**src/rtl/dec_char_formatter.sv**
```systemverilog
// dec_char_formatter: converts an unsigned binary value to decimal ASCII text,
// streamed one character per valid/ready beat with no leading zeros.
//
// Ports:
//   clk, rst_n        clock, asynchronous active-low reset
//   in_valid/in_ready input handshake; in_data is the WIDTH-bit value
//   out_valid/out_ready output handshake; out_data is the ASCII character
//   out_last          set on the final (units) digit of each value
//
// Parameters:
//   WIDTH   bit width of in_data
//   DIGITS  BCD digit count, at least ceil(WIDTH*log10(2))
//
// Build option:
//   DEC_FMT_PREFIX_EN  when defined, each value is preceded by "Value = "
module dec_char_formatter #(
    parameter int WIDTH  = 8,
    parameter int DIGITS = 3
) (
    input  logic             clk,
    input  logic             rst_n,
    input  logic             in_valid,
    output logic             in_ready,
    input  logic [WIDTH-1:0] in_data,
    output logic             out_valid,
    input  logic             out_ready,
    output logic [7:0]       out_data,
    output logic             out_last
);

    localparam int BW = 4 * DIGITS;
    localparam int IW = (DIGITS > 1) ? $clog2(DIGITS) : 1;
    localparam int CW = $clog2(WIDTH + 1);

    localparam logic [CW-1:0] CNT_LAST = CW'(WIDTH - 1);

    typedef enum logic [1:0] {
        S_IDLE   = 2'd0,
        S_CONV   = 2'd1,
        S_PREFIX = 2'd2,
        S_EMIT   = 2'd3
    } state_t;

    state_t           r_state;
    state_t           w_state_nxt;

    // Holds in_ready low until the first clock after reset release.
    logic             r_alive;

    logic [WIDTH-1:0] r_shift;
    logic [BW-1:0]    r_bcd;
    logic [CW-1:0]    r_cnt;
    logic [IW-1:0]    r_idx;

    logic [BW-1:0]    w_bcd_adj;
    logic [BW-1:0]    w_bcd_nxt;
    logic [IW-1:0]    w_msd;
    logic [3:0]       w_digit;
    logic             w_in_hs;
    logic             w_out_hs;
    logic             w_conv_done;
    logic             w_idx_zero;

`ifdef DEC_FMT_PREFIX_EN
    logic [2:0]       r_pidx;
    logic [7:0]       w_pchar;
`endif

    assign w_in_hs     = in_valid && in_ready;
    assign w_out_hs    = out_valid && out_ready;
    assign w_conv_done = (r_state == S_CONV) && (r_cnt == CNT_LAST);
    assign w_idx_zero  = (r_idx == '0);

    // One double-dabble step: add 3 to every nibble >= 5, then shift the
    // next input bit (MSB first) into the BCD accumulator.
    always_comb begin
        w_bcd_adj = r_bcd;
        for (int i = 0; i < DIGITS; i++) begin
            if (r_bcd[4*i +: 4] >= 4'd5) begin
                w_bcd_adj[4*i +: 4] = r_bcd[4*i +: 4] + 4'd3;
            end
        end
        w_bcd_nxt = {w_bcd_adj[BW-2:0], r_shift[WIDTH-1]};
    end

    // Highest non-zero digit of the finished result; digit 0 when all zero,
    // so a zero value still prints a single '0'.
    always_comb begin
        w_msd = '0;
        for (int i = 0; i < DIGITS; i++) begin
            if (w_bcd_nxt[4*i +: 4] != 4'd0) begin
                w_msd = IW'(i);
            end
        end
    end

    always_comb begin
        w_digit = 4'd0;
        for (int i = 0; i < DIGITS; i++) begin
            if (r_idx == IW'(i)) begin
                w_digit = r_bcd[4*i +: 4];
            end
        end
    end

`ifdef DEC_FMT_PREFIX_EN
    always_comb begin
        unique case (r_pidx)
            3'd0:    w_pchar = 8'h56;
            3'd1:    w_pchar = 8'h61;
            3'd2:    w_pchar = 8'h6C;
            3'd3:    w_pchar = 8'h75;
            3'd4:    w_pchar = 8'h65;
            3'd5:    w_pchar = 8'h20;
            3'd6:    w_pchar = 8'h3D;
            default: w_pchar = 8'h20;
        endcase
    end
`endif

    // FSM state register
    always_ff @(posedge clk or negedge rst_n) begin
        if (!rst_n) begin
            r_state <= S_IDLE;
        end else begin
            r_state <= w_state_nxt;
        end
    end

    // FSM next-state logic
    always_comb begin
        w_state_nxt = r_state;
        unique case (r_state)
            S_IDLE: begin
                if (w_in_hs) begin
                    w_state_nxt = S_CONV;
                end
            end
            S_CONV: begin
                if (w_conv_done) begin
`ifdef DEC_FMT_PREFIX_EN
                    w_state_nxt = S_PREFIX;
`else
                    w_state_nxt = S_EMIT;
`endif
                end
            end
`ifdef DEC_FMT_PREFIX_EN
            S_PREFIX: begin
                if (w_out_hs && (r_pidx == 3'd7)) begin
                    w_state_nxt = S_EMIT;
                end
            end
`endif
            S_EMIT: begin
                if (w_out_hs && w_idx_zero) begin
                    w_state_nxt = S_IDLE;
                end
            end
            default: begin
                w_state_nxt = S_IDLE;
            end
        endcase
    end

    // FSM outputs, decoded from state only so they clear with reset.
    always_comb begin
        in_ready  = 1'b0;
        out_valid = 1'b0;
        out_data  = 8'h00;
        out_last  = 1'b0;
        unique case (r_state)
            S_IDLE: begin
                in_ready = r_alive;
            end
`ifdef DEC_FMT_PREFIX_EN
            S_PREFIX: begin
                out_valid = 1'b1;
                out_data  = w_pchar;
            end
`endif
            S_EMIT: begin
                out_valid = 1'b1;
                out_data  = 8'h30 + {4'h0, w_digit};
                out_last  = w_idx_zero;
            end
            default: begin
            end
        endcase
    end

    always_ff @(posedge clk or negedge rst_n) begin
        if (!rst_n) begin
            r_alive <= 1'b0;
        end else begin
            r_alive <= 1'b1;
        end
    end

    // Conversion datapath and digit index
    always_ff @(posedge clk or negedge rst_n) begin
        if (!rst_n) begin
            r_shift <= '0;
            r_bcd   <= '0;
            r_cnt   <= '0;
            r_idx   <= '0;
        end else if (w_in_hs) begin
            r_shift <= in_data;
            r_bcd   <= '0;
            r_cnt   <= '0;
        end else if (r_state == S_CONV) begin
            r_shift <= {r_shift[WIDTH-2:0], 1'b0};
            r_bcd   <= w_bcd_nxt;
            r_cnt   <= r_cnt + 1'b1;
            if (w_conv_done) begin
                r_idx <= w_msd;
            end
        end else if ((r_state == S_EMIT) && w_out_hs && !w_idx_zero) begin
            r_idx <= r_idx - 1'b1;
        end
    end

`ifdef DEC_FMT_PREFIX_EN
    always_ff @(posedge clk or negedge rst_n) begin
        if (!rst_n) begin
            r_pidx <= '0;
        end else if (w_conv_done) begin
            r_pidx <= '0;
        end else if ((r_state == S_PREFIX) && w_out_hs) begin
            r_pidx <= r_pidx + 1'b1;
        end
    end
`endif

endmodule
```
**config.mk**
```make
export PLATFORM = sky130hd
export DESIGN_NAME = dec_char_formatter
export DESIGN_NICKNAME = d
export VERILOG_FILES = /design/src/rtl/dec_char_formatter.sv
export SDC_FILE = /design/constraint.sdc
export NUM_CORES = 1
export LEC_CHECK = 0
export ABC_AREA = 1
export BUFFER_PORTS_ARGS = -buffer_cell sky130_fd_sc_hd__buf_2
export CAP_MARGIN = 20
export CORE_ASPECT_RATIO = 1.5
export CORE_MARGIN = 2
export CORE_UTILIZATION = 59
export CTS_BUF_LIST = sky130_fd_sc_hd__clkbuf_8 sky130_fd_sc_hd__clkbuf_16
export DETAILED_ROUTE_END_ITERATION = 10
export GPL_TIMING_DRIVEN = 1
export PLACE_DENSITY = 0.81
export SETUP_SLACK_MARGIN = 0.05
export SLEW_MARGIN = 20
export SYNTH_ARGS = -nofsm -noshare
export SYNTH_HDL_FRONTEND = slang
export SYNTH_SLANG_ARGS = --single-unit
```
**constraint.sdc**
```tcl
create_clock -name clk -period 4 [get_ports clk]
set_clock_uncertainty 0.05 [all_clocks]
set_input_delay 1.2 -clock clk [delete_from_list [all_inputs] [get_ports clk]]
set_output_delay 1.2 -clock clk [all_outputs]
set_load 0.05 [all_outputs]
```
==> results of run 1 <==
[sequential cells by signal (all words and copies together), names as in the netlist]
name / cells
r_bcd: 12
r_shift: 8
r_state: 2
r_alive: 1
r_idx: 2
r_cnt: 4
[power by group through the flow]
| stage | registers, W | clock network, W | logic, W |
|---|---|---|---|
| 5_1_grt | 0.000555 | 0.000280 | 0.00103 |
| 4_1_cts | 0.000536 | 0.000269 | 0.000906 |
| 3_3_place_gp | 0.000539 | 0 | 0.000877 |
| 2_1_floorplan | 0.000507 | 0 | 0.000772 |
| 6_report | 0.000537 | 0.000261 | 0.000895 |
| 3_5_place_dp | 0.000542 | 0 | 0.000898 |
[metrics by stage]
stage	setup WS, ps	instances	total power [W]
finish	912.2	273	0.001694
CTS	910.3	273	0.001710
global placement	1261	265	0.001416
floorplan	587.4	215	0.001279
detailed placement	1217	265	0.001439
global route	764.3	273	0.001865
[critical path, stage by stage, from the launching register on]
cell      delay (ps)
dfrtp_1          390
inv_1            110
ha_1             170
inv_1             70
nor2_1           200
nand2_1           80
a221oi_1         230
buf_2            300
[worst min path at each step]
| stage | from | end | slack (ps) |
|---|---|---|---|
| 6_report | r_cnt[3] | r_cnt[3] | 410 |
| 5_1_grt | r_cnt[3] | r_cnt[3] | 460 |
| 4_1_cts | r_cnt[3] | r_cnt[3] | 410 |
| 3_5_place_dp | r_cnt[3] | r_cnt[3] | 400 |
| 3_3_place_gp | r_cnt[3] | r_cnt[3] | 400 |
| 2_1_floorplan | r_cnt[3] | r_cnt[3] | 380 |
[cells by family after synthesis]
family	Yosys count	share of synthesized area, %
flip-flops	29	42.46
AO/OA/AOI/OAI	43	15.74
buffers and inverters	42	10.98
XOR/XNOR	1	0.5125
AND/OR/NAND/NOR	87	22.55
other	2	0.4394
adder cells (fa/ha/maj)	10	7.321
[routing by layer]
layer	global-route usage (%)	up-vias	part of all wire, %
li1	-	739	-
met1	25.82	643	40
met2	39.41	21	54
met3	5.685	7	3.0
met4	9.309	0	2.4
met5	0	-	0
[final cells by class]
type	instances	area, um^2
Fill cell	246	800.8
Multi-Input combinational cell	144	799.5
Sequential cell	29	725.7
Inverter	35	131.4
Timing Repair Buffer	20	100.1
Clock buffer	7	96.34
Tap cell	37	46.29
Clock inverter	1	5.005
[layout by cell type (no fill, tap or decap), types with 4 or more instances in the layout]
master / n
nand2_1: 49
inv_1: 31
dfrtp_1: 29
buf_2: 20
nor2_1: 17
o21ai_0: 13
nand3_1: 10
ha_1: 10
clkbuf_8: 7
a21oi_1: 6
o21ai_1: 5
o221ai_1: 5
o22ai_1: 5
a221oi_1: 4
inv_2: 4
nand4_1: 4
==> impl_metrics.ini, run 1 <==
[yosys]
synth_seq_cells = 29
synth_edf_count = 0
ys_seq_area_share_pct = 42.46
ys_async_sr_fraction_pct = 100.0
synth.area.top_cells = dfrtp_1 (42%), nand2_1 (11%), ha_1 (7.3%)
synth_top_cell_by_area = dfrtp_1
synth_most_common_cell = nand2_1
yosysUniqueCellTypes = 28
syn_area_per_cell_um2 = 7.987
synthTopCellsByCount = nand2_1 (49), inv_1 (31), dfrtp_1 (29)
synth_cells = 214
synth_warnings = 0
ys.flop_type = dfrtp_1
synth_area_mm2 = 0.001709
synth_top_area_share_pct = 42.46

[timing]
drv_slew = 0
finalSetupViolCount = 0
tightest_slew_ps = 643.6
hold_violations = 0
max_slew_margin_pct = 57.09
timing.hold.ws_ps = 410.6
rsz0062_at_grt = false
tns_ps = 0
min_period_over_period_pct = 77.20
finalCriticalPeriod_ps = 3088
timing.fmax_mhz = 323.9

[clock_network]
cts_buffers = 5
h-tree-depth = 2
cts_tree = yes
cts_setup_buffers = 0
clk_path_buf_depth = 2
clock-sinks = 29
cts_resized = 0
root_buffer = clkbuf_8
clock_latency_ps = 280
ctsHoldBuffers = 0
clk_transition_reported_paths_ps = 60

[power]
p_clk_share_pct = 15.4
netSwitchingPower_w = 0.0008147
peakVddDrop_mv = 0.4676
intPower_w = 0.0008788
netSwitchingFraction_pct = 48.11
pwr-share-comb_pct = 52.8
power.leakage_nw = 0.9855
seq_power_share_pct = 31.7
p_per_area_mw_per_mm2 = 889.3

[worst_setup_path]
worstSetupPathType = flip-flop to output pin
arrival_ps = 1840
reg2reg_to = r_idx[0]
r2r-start = r_bcd[8]
critical_path.startpoint = r_idx[0]
rr_worst_depth = 11
crit_fanout = 4
worstSetupEndpointType = output pin
rrSetupSlack_ps = 2370
required_ps = 2750
crit_path_start_kind = flip-flop
endpoint = out_data[0]

[die]
core_area_mm2 = 0.002705
initial_core_util_pct = 63.18
fp.dieArea_mm2 = 0.003352
io_pins = 23
die_y_um = 69.92
rows = 23
die_x_um = 47.95

[final_layout]
insertedDiodeCount = 0
layout.nets = 257
final_area_mm2 = 0.001904
syn_to_final_growth_pct = 11.42
fin_util_pct = 70.40
drive_gt1_share_pct = 16.10

[global_routing]
grt_max_degree = 30
grt_pass1_vias = 1382
grt_first_pass_wirelength_um = 5589
antenna_found_initial = 0
grt_util_all_layers_pct = 23.15
overflow = 0

[drt]
drtAntennaViolNets = 0
num_vias = 1410
wl_per_cell_um = 12.30
wl_um = 3359
via_per_inst = 5.165
drt_first_pass_iters = 4
post-route-drc-count = 0
drt_iter0_drc = 14

[placement]
placed_area_mm2 = 0.001803
gp_congestion = 0.8215
dp_hpwl_um = 2516
port_buffers = 20

[hold_path]
holdPathStages = 1
hold_class = flip-flop to flip-flop

[run]
drv_cap = 0

[outcome]
outcome = complete, no violations
No activity file was read; power rests on OpenSTA's default activity.
==> inputs of run 2 (changes only) <==
CORE_UTILIZATION = 57   (was 59)
PLACE_DENSITY = 0.79   (was 0.81)
clock period = 2.85 ns   (was 4 ns; I/O delays follow)
==> impl_metrics.ini, run 2 (synthesized netlist as in run 1, its figures left out) <==
[outcome]
outcome = complete, no violations

[final_layout]
layout.nets = 257
syn_to_final_growth_pct = 11.49
final_area_mm2 = 0.001906
drive_gt1_share_pct = 16.10
reg_top3 = r_bcd x12, r_shift x8, r_cnt x4
layout_commonest_cell = nand2_1
nFillCells = 276
top_register = r_bcd
final_cell_mix = nand2_1 (49), inv_1 (34), dfrtp_1 (29)
seqCellArea_um2 = 725.7
multi_input_area_um2 = 814.5
insertedDiodeCount = 0
largest_reg_flops = 12

[worst_setup_path]
max_stage_delay_ps = 390
worstSetupEndpointType = output pin
reg2reg_to = r_idx[0]
required_ps = 1950
cp_slowest_cell = dfrtp_1
crit_path_cell_trace = inv_1 > ha_1 > inv_1 > nor2_2 > nand2_1 > a221oi_2 > clkbuf_4
worstSetupPathType = flip-flop to output pin
crit_fanout = 4
r2r-start = r_bcd[8]
rr_worst_depth = 11
arrival_ps = 1740
cp_top_family = buffers and inverters
rrSetupSlack_ps = 1180
crit_path_start_kind = flip-flop
crit_path_frequent_cell = inv_1
critPathBufInv = 3

[global_routing]
met2_usage_pct = 40.49
grt_max_degree = 30
antenna_found_initial = 0
grt_pass1_vias = 1391
grt_first_pass_wirelength_um = 6030
overflow = 0
grt_util_all_layers_pct = 22.70
grt_busiest_layer = met2
grt_use_met3_pct = 5.063
grtUsageMet1_pct = 26.36

[timing]
drv_slew = 0
max_slew_margin_pct = 57.29
tightest_slew_ps = 640.7
hold_violations = 0
timing.hold.ws_ps = 407.1
finalCriticalPeriod_ps = 2648
finalSetupViolCount = 0
min_period_over_period_pct = 92.90
tns_ps = 0
timing.fmax_mhz = 377.7
rsz0062_at_grt = false

[drt]
drtAntennaViolNets = 0
via_per_inst = 5.335
wl_um = 3533
wl_per_cell_um = 12.85
drt_iter0_drc = 33
post-route-drc-count = 0
num_vias = 1467
drt_first_pass_iters = 4

[clock_network]
cts_tree = yes
cts_buffers = 5
root_buffer = clkbuf_8
clock_latency_ps = 280
clock-sinks = 29
h-tree-depth = 2
clk_transition_reported_paths_ps = 60
clk_path_buf_depth = 2
cts_setup_buffers = 0

[power]
p_per_area_mw_per_mm2 = 1236
power.leakage_nw = 0.9843
p_clk_share_pct = 13.0
netSwitchingPower_w = 0.001176
power_w = 0.002356
seq_power_share_pct = 32.1
pwr-share-comb_pct = 55.0
peakVddDrop_mv = 0.7097
intPower_w = 0.001180
netSwitchingFraction_pct = 49.92

[die]
initial_core_util_pct = 59.29
die_x_um = 48.71
core_area_mm2 = 0.002883
die_y_um = 71.07
io_pins = 23
rows = 24
fp.dieArea_mm2 = 0.003462

[hold_path]
hold_class = flip-flop to flip-flop
min-delay-start = r_cnt[3]
holdPathStages = 1
holdPathEnd = r_cnt[3]

[placement]
placed_area_mm2 = 0.001818
dp_hpwl_um = 2563
port_buffers = 20
gp_congestion = 0.8174

[run]
drv_cap = 0
-- run 2: power groups by stage --
stage               Combinational [W]  Clock (W)  Sequential [W]
global placement              0.00126          0        0.000753
CTS                           0.00129   0.000314        0.000751
detailed placement            0.00128          0        0.000758
global route                  0.00149   0.000334        0.000778
floorplan                     0.00110          0        0.000712
finish                        0.00130   0.000305        0.000755
-- run 2: worst max-delay path by stage --
| stage | from | end | slack, ps | cells after the start |
|---|---|---|---|---|
| finish | r_idx[0] | out_data[0] | 200 | 7 |
| global route | r_idx[0] | out_data[0] | 90 | 7 |
| CTS | r_idx[0] | out_data[0] | 130 | 7 |
| detailed placement | r_idx[0] | out_data[0] | 430 | 7 |
| global placement | r_idx[0] | out_data[0] | 470 | 7 |
| floorplan | r_idx[0] | out_data[0] | 230 | 6 |
-- run 2: per-layer routing --
metal / vias up / part of all wire [%]
met5: - / 0
met4: 0 / 1.7
met3: 6 / 3.8
met2: 34 / 51
met1: 685 / 43
li1: 742 / -
-- run 2: stage by stage --
step / setup slack [ps] / instances / utilization (%)
2_1_floorplan: 229.1 / 215 / -
3_3_place_gp: 469.7 / 267 / 63.06
3_5_place_dp: 431.1 / 267 / 63.06
4_1_cts: 127.7 / 275 / 65.84
5_1_grt: 91.95 / 275 / 66.10
6_report: 202.5 / 275 / 66.10
-- run 2: area by class of cell --
cell class	count	area share, %
multi-input combinational	144	42.74
sequential	29	38.08
clock inverter	3	0.5909
tap	39	2.561
timing repair buffer	20	5.515
clock buffer	5	3.611
inverter	35	6.894
-- run 2: worst reg2reg max path: stages, from the launching register on --
cell	delay [ps]
dfrtp_1	370
inv_1	100
ha_1	220
inv_1	70
nand2_1	80
nand3_1	100
nand2_1	60
nand2_1	90
nand2_1	70
nor2_1	180
nand2_1	80
a21oi_1	120
-- run 2: repair_timing --
action	in CTS	in global routing
endpoints found under the setup margin	0	2
hold buffers	0	0
resized for setup	0	4
==> inputs of run 3 (changes only) <==
CORE_UTILIZATION = 30   (was 57)
PLACE_DENSITY = not set   (was 0.79)
==> impl_metrics.ini, run 3 (synthesized netlist as in run 1, its figures left out) <==
[outcome]
outcome = complete, no violations

[power]
netSwitchingFraction_pct = 49.28
peakVddDrop_mv = 0.4128
seq_power_share_pct = 31.7
power.leakage_nw = 0.9814
p_per_area_mw_per_mm2 = 1220
p_clk_share_pct = 14.0
intPower_w = 0.001208
pwr-share-comb_pct = 54.3
netSwitchingPower_w = 0.001173

[placement]
dp_hpwl_um = 2830
placed_area_mm2 = 0.001857
port_buffers = 20
gp_congestion = 0.8147

[die]
initial_core_util_pct = 31.12
io_pins = 23
rows = 33
die_x_um = 65.63
die_y_um = 96.44
core_area_mm2 = 0.005492
fp.dieArea_mm2 = 0.006329

[worst_setup_path]
arrival_ps = 1740
reg2reg_to = r_idx[0]
worstSetupPathType = flip-flop to output pin
crit_path_start_kind = flip-flop
worstSetupEndpointType = output pin
crit_fanout = 4
r2r-start = r_bcd[8]
required_ps = 1950
critical_path.startpoint = r_idx[0]
crit_path_frequent_cell = inv_1
max_stage_delay_ps = 390
rrSetupSlack_ps = 1180
rr_worst_depth = 11
cp_slowest_cell = dfrtp_1
crit_path_cell_trace = inv_1 > ha_1 > inv_1 > nor2_2 > nand2_1 > a221oi_2 > buf_4

[clock_network]
root_buffer = clkbuf_8
cts_buffers = 5
cts_tree = yes
cts_resized = 0
clock_latency_ps = 280
clk_path_buf_depth = 2
h-tree-depth = 2
ctsHoldBuffers = 0
clk_transition_reported_paths_ps = 60
clock-sinks = 29
cts_setup_buffers = 0

[final_layout]
layout.nets = 257
final_cell_mix = nand2_1 (49), inv_1 (32), dfrtp_1 (29)
layout_commonest_cell = nand2_1
top_register = r_bcd
drive_gt1_share_pct = 16.60
syn_to_final_growth_pct = 14.13
nFillCells = 585
reg_top3 = r_bcd x12, r_shift x8, r_cnt x4
insertedDiodeCount = 0
fin_util_pct = 35.52
largest_reg_flops = 12
final_area_mm2 = 0.001951

[run]
drv_cap = 0

[global_routing]
overflow = 0
antenna_found_initial = 0
grt_util_all_layers_pct = 14.17
grt_max_degree = 30
grt_pass1_vias = 1483
grt_first_pass_wirelength_um = 6741

[hold_path]
holdPathStages = 1
hold_class = flip-flop to flip-flop
holdPathEnd = r_cnt[3]
min-delay-start = r_cnt[3]

[timing]
max_slew_margin_pct = 55.01
finalCriticalPeriod_ps = 2646
tightest_slew_ps = 674.8
timing.fmax_mhz = 378.0
min_period_over_period_pct = 92.83
hold_violations = 0
rsz0062_at_grt = false
drv_slew = 0
finalSetupViolCount = 0
tns_ps = 0

[drt]
post-route-drc-count = 0
wl_um = 3868
drt_first_pass_iters = 5
num_vias = 1447
via_per_inst = 4.744
drt_iter0_drc = 80
drtAntennaViolNets = 0
wl_per_cell_um = 12.68
## run 3: cell count changes in the layout (fill, tap and decap cells not counted), sizes merged
cell	change
buf	+1
inv	-2
## run 3: final cells by class
type	instances	area, um^2	share of cell area, %
sequential	29	725.7	37.20
timing repair buffer	20	105.1	5.388
clock inverter	1	3.754	0.1924
inverter	35	131.4	6.735
tap	70	87.58	4.490
multi-input combinational	144	814.5	41.76
clock buffer	6	82.58	4.233
## run 3: worst max path at each step
stage / endpoint / slack [ps] / cells after the start
4_1_cts: out_data[0] / 80 / 7
3_5_place_dp: out_data[0] / 390 / 7
6_report: out_data[3] / 200 / 7
2_1_floorplan: out_data[0] / 230 / 6
5_1_grt: out_data[0] / 60 / 7
3_3_place_gp: out_data[0] / 480 / 7
## run 3: metal layers
layer | GRT usage (%) | up-vias | part of all wire [%]
met5 | 0 | - | 0
met4 | 7.465 | 0 | 2.8
met3 | 3.476 | 8 | 3.1
met2 | 24.83 | 23 | 51
met1 | 15.65 | 676 | 43
li1 | - | 740 | -
## run 3: metrics by stage
step                hold slack [ps]  setup WS (ps)  cells  power, W
global route                  458.1          64.00    305  0.002645
CTS                           431.8          77.74    305  0.002404
finish                        426.2          204.4    305  0.002381
detailed placement            425.6          388.7    298  0.002058
global placement              399.8          480.0    298  0.002022
floorplan                     383.1          229.1    215  0.001807
## run 3: power groups by stage
stage	clock network [W]	logic, W	registers [W]
global placement	0	0.00127	0.000755
CTS	0.000347	0.00130	0.000755
global route	0.000365	0.00150	0.000782
detailed placement	0	0.00129	0.000763
floorplan	0	0.00110	0.000712
finish	0.000333	0.00129	0.000754
## run 3: worst max-delay path, delay by kind of cell (launching register included)
family                     cells  cell delay, ps
AOI/OAI and AO/OA              1             220
adders and majority gates      1             180
buffers and inverters          3             420
DFF                            1             390
and+or+nand+nor                2             240
